===== config.mk =====
export PLATFORM = sky130hd
export DESIGN_NAME = sc_buttons_debouncer_jug1_flat
export DESIGN_NICKNAME = d
export VERILOG_FILES = /design/src/rtl/sc_buttons_debouncer_jug1_pkg.sv /design/src/rtl/sc_buttons_debouncer_jug1_if.sv /design/src/rtl/sc_buttons_debouncer_jug1_debounce_channel.sv /design/src/rtl/sc_buttons_debouncer_jug1.sv /design/src/flat_wrapper.sv
export SDC_FILE = /design/constraint.sdc
export NUM_CORES = 1
export LEC_CHECK = 0
export ABC_AREA = 1
export CELL_PAD_IN_SITES_DETAIL_PLACEMENT = 0
export CELL_PAD_IN_SITES_GLOBAL_PLACEMENT = 1
export CORE_MARGIN = 2
export CORE_UTILIZATION = 25
export CTS_CLUSTER_DIAMETER = 200
export DETAILED_ROUTE_END_ITERATION = 7
export HOLD_SLACK_MARGIN = 0.02
export MAX_ROUTING_LAYER = met4
export PLACE_DENSITY_LB_ADDON = 0.1
export RECOVER_POWER = 25
export SLEW_MARGIN = 40
export SYNTH_ARGS = -nofsm -noshare
export SYNTH_HDL_FRONTEND = slang
export SYNTH_SLANG_ARGS = --single-unit

===== constraint.sdc =====
create_clock -name SC_STATEMACHINE_JUG1_CLOCK_50 -period 4.8 [get_ports SC_STATEMACHINE_JUG1_CLOCK_50]
set_clock_uncertainty 0.1 [all_clocks]
set_input_delay 0.72 -clock SC_STATEMACHINE_JUG1_CLOCK_50 [delete_from_list [all_inputs] [get_ports SC_STATEMACHINE_JUG1_CLOCK_50]]
set_output_delay 0.72 -clock SC_STATEMACHINE_JUG1_CLOCK_50 [all_outputs]
set_load 0.02 [all_outputs]

===== src/rtl/sc_buttons_debouncer_jug1_pkg.sv =====
// Shared constants for the player-1 button debouncer.
// Button indices select bits of the press-pulse vector. The level encoding is
// active-low, so "released" is 1. The default debounce length is 20 ms at 50 MHz.
package sc_buttons_debouncer_jug1_pkg;

  localparam int NUM_BTN   = 3;
  localparam int BTN_START = 0;
  localparam int BTN_LEFT  = 1;
  localparam int BTN_RIGHT = 2;

  localparam logic BTN_RELEASED = 1'b1;
  localparam logic BTN_PRESSED  = 1'b0;

  localparam int DEBOUNCE_CYCLES_DEF = 1000000;
  localparam int CNT_WIDTH_DEF       = 20;

endpackage


===== src/rtl/sc_buttons_debouncer_jug1_if.sv =====
// Button bundle between the raw key pads, the debouncer, and the player-1
// state machine.
//   *Raw_InLow      raw asynchronous active-low keys
//   *_OutLow        debounced active-low levels
//   pressPulse_Out  one-cycle press events: bit0 start, bit1 left, bit2 right
// master: the key side, which drives the raw keys and observes the results.
// slave : the debouncer.
interface sc_buttons_debouncer_jug1_if;

  logic       SC_BTNDEB_JUG1_startRaw_InLow;
  logic       SC_BTNDEB_JUG1_leftRaw_InLow;
  logic       SC_BTNDEB_JUG1_rightRaw_InLow;
  logic       SC_BTNDEB_JUG1_start_OutLow;
  logic       SC_BTNDEB_JUG1_left_OutLow;
  logic       SC_BTNDEB_JUG1_right_OutLow;
  logic [2:0] SC_BTNDEB_JUG1_pressPulse_Out;

  modport master (
    output SC_BTNDEB_JUG1_startRaw_InLow, SC_BTNDEB_JUG1_leftRaw_InLow,
           SC_BTNDEB_JUG1_rightRaw_InLow,
    input  SC_BTNDEB_JUG1_start_OutLow, SC_BTNDEB_JUG1_left_OutLow,
           SC_BTNDEB_JUG1_right_OutLow, SC_BTNDEB_JUG1_pressPulse_Out
  );

  modport slave (
    input  SC_BTNDEB_JUG1_startRaw_InLow, SC_BTNDEB_JUG1_leftRaw_InLow,
           SC_BTNDEB_JUG1_rightRaw_InLow,
    output SC_BTNDEB_JUG1_start_OutLow, SC_BTNDEB_JUG1_left_OutLow,
           SC_BTNDEB_JUG1_right_OutLow, SC_BTNDEB_JUG1_pressPulse_Out
  );

endinterface


===== src/rtl/sc_buttons_debouncer_jug1_debounce_channel.sv =====
// sc_debounce_channel: conditions a single raw key.
// The key passes through a 2-flop synchronizer and then a stability counter.
// The output takes the synchronized value only after that value has differed
// from the output for DEBOUNCE_CYCLES consecutive edges.
//   i_clk, i_rst  clock and async active-high reset
//   i_raw_n       raw key, asynchronous, active-low
//   o_lvl_n       debounced level, active-low
//   o_press       one-cycle pulse on the edge where o_lvl_n falls
module sc_debounce_channel
  import sc_buttons_debouncer_jug1_pkg::*;
#(
  parameter int DEBOUNCE_CYCLES = DEBOUNCE_CYCLES_DEF,
  parameter int CNT_WIDTH       = CNT_WIDTH_DEF
) (
  input  logic i_clk,
  input  logic i_rst,
  input  logic i_raw_n,
  output logic o_lvl_n,
  output logic o_press
);

  localparam logic [CNT_WIDTH-1:0] CNT_LAST = CNT_WIDTH'(DEBOUNCE_CYCLES - 1);

  logic                 r_sync1, r_sync2, r_lvl, r_press;
  logic [CNT_WIDTH-1:0] r_cnt;
  logic                 w_differs, w_done;

  assign w_differs = (r_sync2 != r_lvl);
  assign w_done    = w_differs && (r_cnt == CNT_LAST);

  // Any cycle where the synchronized key matches the output clears the count.
  // A glitch shorter than DEBOUNCE_CYCLES therefore never commits. The count
  // stops at CNT_LAST, so it cannot wrap around.
  always_ff @(posedge i_clk or posedge i_rst) begin
    if (i_rst) begin
      r_sync1 <= BTN_RELEASED;
      r_sync2 <= BTN_RELEASED;
      r_lvl   <= BTN_RELEASED;
      r_cnt   <= '0;
      r_press <= 1'b0;
    end else begin
      r_sync1 <= i_raw_n;
      r_sync2 <= r_sync1;
      r_press <= w_done && (r_sync2 == BTN_PRESSED);
      if (!w_differs || w_done) r_cnt <= '0;
      else                      r_cnt <= r_cnt + CNT_WIDTH'(1);
      if (w_done) r_lvl <= r_sync2;
    end
  end

  assign o_lvl_n = r_lvl;
  assign o_press = r_press;

endmodule


===== src/rtl/sc_buttons_debouncer_jug1.sv =====
// Player-1 button conditioner: start, left and right keys, with one
// independent debounce channel per key.
//   SC_STATEMACHINE_JUG1_CLOCK_50     50 MHz clock
//   SC_STATEMACHINE_JUG1_RESET_InHigh async active-high reset
//   bif (slave)                       raw keys in; debounced levels and press pulses out
// All outputs are registered. No combinational path runs from a raw key to an output.
module sc_buttons_debouncer_jug1
  import sc_buttons_debouncer_jug1_pkg::*;
#(
  parameter int DEBOUNCE_CYCLES = DEBOUNCE_CYCLES_DEF,
  parameter int CNT_WIDTH       = CNT_WIDTH_DEF
) (
  input  logic                        SC_STATEMACHINE_JUG1_CLOCK_50,
  input  logic                        SC_STATEMACHINE_JUG1_RESET_InHigh,
  sc_buttons_debouncer_jug1_if.slave  bif
);

  logic [NUM_BTN-1:0] w_raw_n, w_lvl_n, w_press;

  assign w_raw_n[BTN_START] = bif.SC_BTNDEB_JUG1_startRaw_InLow;
  assign w_raw_n[BTN_LEFT]  = bif.SC_BTNDEB_JUG1_leftRaw_InLow;
  assign w_raw_n[BTN_RIGHT] = bif.SC_BTNDEB_JUG1_rightRaw_InLow;

  for (genvar g = 0; g < NUM_BTN; g++) begin : g_ch
    sc_debounce_channel #(
      .DEBOUNCE_CYCLES (DEBOUNCE_CYCLES),
      .CNT_WIDTH       (CNT_WIDTH)
    ) u_ch (
      .i_clk   (SC_STATEMACHINE_JUG1_CLOCK_50),
      .i_rst   (SC_STATEMACHINE_JUG1_RESET_InHigh),
      .i_raw_n (w_raw_n[g]),
      .o_lvl_n (w_lvl_n[g]),
      .o_press (w_press[g])
    );
  end

  assign bif.SC_BTNDEB_JUG1_start_OutLow   = w_lvl_n[BTN_START];
  assign bif.SC_BTNDEB_JUG1_left_OutLow    = w_lvl_n[BTN_LEFT];
  assign bif.SC_BTNDEB_JUG1_right_OutLow   = w_lvl_n[BTN_RIGHT];
  assign bif.SC_BTNDEB_JUG1_pressPulse_Out = w_press;

endmodule


===== src/flat_wrapper.sv =====
// flat-port wrapper written by rule: the top's interface ports become plain ports
module sc_buttons_debouncer_jug1_flat import sc_buttons_debouncer_jug1_pkg::*;
#(
  parameter int DEBOUNCE_CYCLES = DEBOUNCE_CYCLES_DEF,
  parameter int CNT_WIDTH       = CNT_WIDTH_DEF
)
  (SC_STATEMACHINE_JUG1_CLOCK_50, SC_STATEMACHINE_JUG1_RESET_InHigh, bif_SC_BTNDEB_JUG1_startRaw_InLow, bif_SC_BTNDEB_JUG1_leftRaw_InLow, bif_SC_BTNDEB_JUG1_rightRaw_InLow, bif_SC_BTNDEB_JUG1_start_OutLow, bif_SC_BTNDEB_JUG1_left_OutLow, bif_SC_BTNDEB_JUG1_right_OutLow, bif_SC_BTNDEB_JUG1_pressPulse_Out);
  sc_buttons_debouncer_jug1_if bif_i ();
  input  logic SC_STATEMACHINE_JUG1_CLOCK_50;
  input  logic SC_STATEMACHINE_JUG1_RESET_InHigh;
  input wire logic [$bits(bif_i.SC_BTNDEB_JUG1_startRaw_InLow)-1:0] bif_SC_BTNDEB_JUG1_startRaw_InLow;
  input wire logic [$bits(bif_i.SC_BTNDEB_JUG1_leftRaw_InLow)-1:0] bif_SC_BTNDEB_JUG1_leftRaw_InLow;
  input wire logic [$bits(bif_i.SC_BTNDEB_JUG1_rightRaw_InLow)-1:0] bif_SC_BTNDEB_JUG1_rightRaw_InLow;
  output wire logic [$bits(bif_i.SC_BTNDEB_JUG1_start_OutLow)-1:0] bif_SC_BTNDEB_JUG1_start_OutLow;
  output wire logic [$bits(bif_i.SC_BTNDEB_JUG1_left_OutLow)-1:0] bif_SC_BTNDEB_JUG1_left_OutLow;
  output wire logic [$bits(bif_i.SC_BTNDEB_JUG1_right_OutLow)-1:0] bif_SC_BTNDEB_JUG1_right_OutLow;
  output wire logic [$bits(bif_i.SC_BTNDEB_JUG1_pressPulse_Out)-1:0] bif_SC_BTNDEB_JUG1_pressPulse_Out;
  assign bif_i.SC_BTNDEB_JUG1_startRaw_InLow = bif_SC_BTNDEB_JUG1_startRaw_InLow;
  assign bif_i.SC_BTNDEB_JUG1_leftRaw_InLow = bif_SC_BTNDEB_JUG1_leftRaw_InLow;
  assign bif_i.SC_BTNDEB_JUG1_rightRaw_InLow = bif_SC_BTNDEB_JUG1_rightRaw_InLow;
  assign bif_SC_BTNDEB_JUG1_start_OutLow = bif_i.SC_BTNDEB_JUG1_start_OutLow;
  assign bif_SC_BTNDEB_JUG1_left_OutLow = bif_i.SC_BTNDEB_JUG1_left_OutLow;
  assign bif_SC_BTNDEB_JUG1_right_OutLow = bif_i.SC_BTNDEB_JUG1_right_OutLow;
  assign bif_SC_BTNDEB_JUG1_pressPulse_Out = bif_i.SC_BTNDEB_JUG1_pressPulse_Out;
  sc_buttons_debouncer_jug1 #(.DEBOUNCE_CYCLES(DEBOUNCE_CYCLES), .CNT_WIDTH(CNT_WIDTH)) u_core (.SC_STATEMACHINE_JUG1_CLOCK_50(SC_STATEMACHINE_JUG1_CLOCK_50), .SC_STATEMACHINE_JUG1_RESET_InHigh(SC_STATEMACHINE_JUG1_RESET_InHigh), .bif(bif_i));
endmodule

Word-level counts from Yosys, hierarchy flattened

Cells that the tools add are included.
Widths: inputs -> output; s select.

Output and inout bits: 6
Logic and storage cells: 42
Input port bits: 5
Bits in registers: 72

Equal/unequal tests: 6
$add $sub $neg: 3
Bitwise gates (word level): 3
Multiplexer cells: 3
Reductions and logical operators: 12

Operators by type and width:

| kind                  | number |
|---|---|
| $add 20x1->20 const B | 3 |
| $eq 20x20->1 const B  | 3 |
| $mux 20               | 3 |
| $logic_and 1x1->1     | 6 |
| $logic_not 1->1       | 3 |
| $logic_or 1x1->1      | 3 |
| $ne 1x1->1            | 3 |
| $not 1->1             | 3 |

Logic depth before layout (Yosys ltp)

Depth in word-level cells: 4
Gate-level depth with buffers: 9
Gate-level depth less buffers: 9

Modules after synthesis

Synthesis repeated with hierarchy kept, for this count alone.

Cells, all modules: 588
Area total of the unflattened synthesis: 4189.0 sq um

Modules (own cells, without submodules):

| module              | cells an instance | instances | seq. area each (sq um) | area an instance (sq um) |
|---|---|---|---|---|
| sc_debounce_channel | 196               | 3         | 604.3                  | 1396.3 |

Least setup slack after synthesis

Ideal clock, no wire load.

Path type: reg2reg
From: register u_core.g_ch[2].u_ch.r_cnt[0]
To: register u_core.g_ch[2].u_ch.r_cnt[10]
Arrival time: 1216 ps
Period minus slack after synthesis: 1434 ps
Cell stages (with the launch flop): 8
Buffers on the path: 1
Required time: 4582 ps
Setup slack: 3366 ps
Setup time: 118 ps
Path through: dfrtp_1 ha_1 nand3_1 nor3_1 nand3_1 nand2_1 buf_4 nor2_1

Word-level cells in the longest chain between the ends: 4
Elaborated cells on any way between the ends: 5
Those cells by class: add/sub (1); eq/ne (1); mux (1); reduce/logical (2)

Ends and longest elaborated chain:

| element                                                               | RTL line                                         | source |
|---|---|---|
| start, declared                                                       | sc_buttons_debouncer_jug1_debounce_channel.sv:25 | `logic [CNT_WIDTH-1:0] r_cnt;` |
| start signal, assigned                                                | sc_buttons_debouncer_jug1_debounce_channel.sv:46 | `else r_cnt <= r_cnt + CNT_WIDTH'(1);` |
| parallel branches: the longest is 3 deep, another holds $add 20x1->20 | -                                                |  |
| $mux 20 (*)                                                           | sc_buttons_debouncer_jug1_debounce_channel.sv:45 | `if (!w_differs \|\| w_done) r_cnt <= '0;` |

Mark *: on every way between the ends.
A chain may end at the register's enable or synchronous reset.

==> metrics.cfg <==
[outcome]
outcome = complete, but fails checks
violations = capacitance limit, slew limit

[floorplanning]
start_util_pct = 25.4
io_pins = 11
die-area_um2 = 16400
chipHeight_um = 128
core-area_um2 = 15100
row_count = 45
die_w_um = 128

[drt]
routed_via_density = 4.23
post-route-drc-count = 0
routed_wl_um = 8960
drt_pass1_iterations = 4
vias = 2976
drtIter0Drc = 115
wire_per_inst_um = 12.7
drtAntennaViolNets = 0

[cts]
clk_pin_slew_ns = 0.05
clock_sinks = 72
cts_buffer_depth = 2
htreeDepth = 3
ctsHoldBuffers = 0
postCtsSetupBuffers = 0
root_buffer = clkbuf_16
numCtsBuffers = 9
clk_latency_ns = 0.34
postCtsResizedCells = 0
cts_tree = yes

[power]
peakVddDrop_uv = 162
finalPower_mw = 1.39
p_leak_nw = 1.86
powerDensity_nw_per_um2 = 313

[critical_path]
cpPeakStageDelay_ns = 1.21
r2r_cells = 6
ff2ff_setup_slack_ns = 2.71
r2r_end = u_core.g_ch[2].u_ch.r_cnt[6]
cpMaxStageDelayCell = clkinvlp_2
crit_path_end_kind = asynchronous set/reset pin
worstPathArrival_ns = 3.05
r2r_start = u_core.g_ch[2].u_ch.r_cnt[0]
path_cells = dlygate4sd3_1 -> clkinvlp_2 -> buf_4
worstPathRequired_ns = 5.14
path_class = in -> async
start_kind = input pin
critPathMaxFanout = 43

[timing]
rsz0062_at_grt = no
maxSlewViolCount = 44
worstMarginPinSlew_ns = 2.11
period_share_pct = 56.4
timing.fmax_ghz = 0.369
setup_viol = 0
fin_crit_ns = 2.71
hold_violations = 0
slew_headroom_pct = -41.6
finalSetupTns_ns = 0

[logic_synthesis]
async_flop_share_pct = 100
synthAdderAreaFrac_pct = 0.978
synth_seq_area_share_pct = 47.2
yosysUniqueCellTypes = 23
synthCells = 496
synth-xor-area-share_pct = 8.44
synth-simple-area-share_pct = 34.8
dominantRegCellSynth = dfrtp_1
synth_edf_count = 0
ys_ff_latch = 72
synth.area.mux_share_pct = 0
synth_compound_area_share_pct = 1.70
synth.avg_cell_area_um2 = 7.74
ys_warn_count = 0
syn_area_um2 = 3840
synth_top_family_by_area = simple AND/OR/NAND/NOR gates
syn-num-nets = 504

[finish]
multi_input_area_um2 = 1760
area_delta_synth_final_pct = 15.6
final_cell_area_um2 = 4440
drive_gt1_share_pct = 8.14
antenna_cells = 0
nNetsFinal = 519
nFillCells = 1664
mostFrequentLayoutCells = 124 x nand2_1, 121 x nor2_1, 63 x dfrtp_1, 52 x inv_1, 35 x nand3_1
regArea_um2 = 1810
final_common_cell = nand2_1

[place]
post-dp-hpwl_um = 6470
placed_area_um2 = 4130
portBuffers = 10
gp_congestion = 0.760

[hold_path]
hold_start = u_core.g_ch[0].u_ch.r_sync1
holdPathEnd = u_core.g_ch[0].u_ch.r_sync2
holdPathStages = 0
hold_class = reg -> reg

[global_routing]
antenna_found_initial = 0
grt_first_pass_wirelength_um = 15300
grt_start_max_net_pins = 44
busiest_layer = met2
grt_util_met3_pct = 2.38
gr-total-overflow = 0
grt_usage_pct = 12.4
use_met2_pct = 19.0
grt_pass1_vias = 3034
grt.met1_usage_pct = 15.9

[run]
maxCapViolations = 1

[synth_stat cells, types with 4 or more instances]
master / instances / area share, %
a21oi_1: 4 / 0.52
xnor2_1: 12 / 2.7
xor2_1: 25 / 5.7
nand4_1: 5 / 0.82
buf_4: 5 / 0.98
nor2_4: 6 / 1.8
inv_1: 53 / 5.2
o21bai_1: 4 / 0.78
nand3_1: 35 / 4.6
dfrtp_1: 63 / 41
nor2_1: 121 / 12
nor3_1: 9 / 1.2
dfstp_2: 9 / 6.2
nand2_1: 124 / 12
[power breakdown]
part | switching, mW | internal, mW
combinational | 0.0284 | 0.0102
sequential | 0.00758 | 0.618
clock | 0.256 | 0.469
total | 0.292 | 1.10
[state kept, by name, indices dropped and copies added (netlist names)]
| signal | cells |
|---|---|
| u_core.g_ch.u_ch.r_sync2 | 3 |
| u_core.g_ch.u_ch.o_press | 3 |
| u_core.g_ch.u_ch.r_sync1 | 3 |
| u_core.g_ch.u_ch.o_lvl_n | 3 |
| u_core.g_ch.u_ch.r_cnt | 60 |
[cell families (layout without fill, tap and decap cells)]
family                     Yosys count  in the layout
and+or+nand+nor                    312            312
DFF                                 72             72
buffers and inverters               61             81
xor gates and xnor gates            37             37
AOI/OAI and AO/OA                   11             11
adders and majority gates            3              3
[routing by layer]
layer / routed length, um / up-vias / part of all wire, %
li1: - / 1550 / -
met1: 4500 / 1382 / 50
met2: 4060 / 30 / 45
met3: 224 / 14 / 2.5
met4: 181 / 0 / 2.0
met5: 0 / - / 0
[critical path: cells and delay by family]
| family | cells | cell delay [ns] |
|---|---|---|
| buf+inv | 3 | 2.30 |
[per-stage QoR]
step / util (%) / hold WS, ns / instances / setup WS [ns]
2_1_floorplan: - / 0.245 / 496 / 2.17
3_3_place_gp: 27.3 / 0.247 / 688 / 2.50
3_5_place_dp: 27.3 / 0.247 / 688 / 2.64
4_1_cts: 29.4 / 0.255 / 704 / 2.44
5_1_grt: 29.4 / 0.258 / 704 / 1.70
6_report: 29.4 / 0.254 / 704 / 2.09
[worst max path at each step]
stage                                      end                               from  cells past startpoint  slack, ns
2_1_floorplan      u_core.g_ch[0].u_ch.o_press  SC_STATEMACHINE_JUG1_RESET_InHigh                      1       2.17
3_3_place_gp       u_core.g_ch[0].u_ch.r_sync2  SC_STATEMACHINE_JUG1_RESET_InHigh                      3       2.50
3_5_place_dp     u_core.g_ch[2].u_ch.r_cnt[14]       u_core.g_ch[2].u_ch.r_cnt[0]                      6       2.64
4_1_cts        bif_SC_BTNDEB_JUG1_right_OutLow        u_core.g_ch[2].u_ch.o_lvl_n                      1       2.44
5_1_grt            u_core.g_ch[0].u_ch.o_lvl_n  SC_STATEMACHINE_JUG1_RESET_InHigh                      3       1.70
6_report           u_core.g_ch[0].u_ch.o_lvl_n  SC_STATEMACHINE_JUG1_RESET_InHigh                      3       2.09
[area by class of cell]
| cell class | count | area share, % |
|---|---|---|
| sequential | 72 | 40.9 |
| clock inverter | 3 | 1.47 |
| clock buffer | 13 | 5.64 |
| inverter | 54 | 4.60 |
| timing repair buffer | 11 | 2.43 |
| multi-input combinational | 363 | 39.7 |
| tap | 188 | 5.30 |
(Power assumes the default switching activity.)
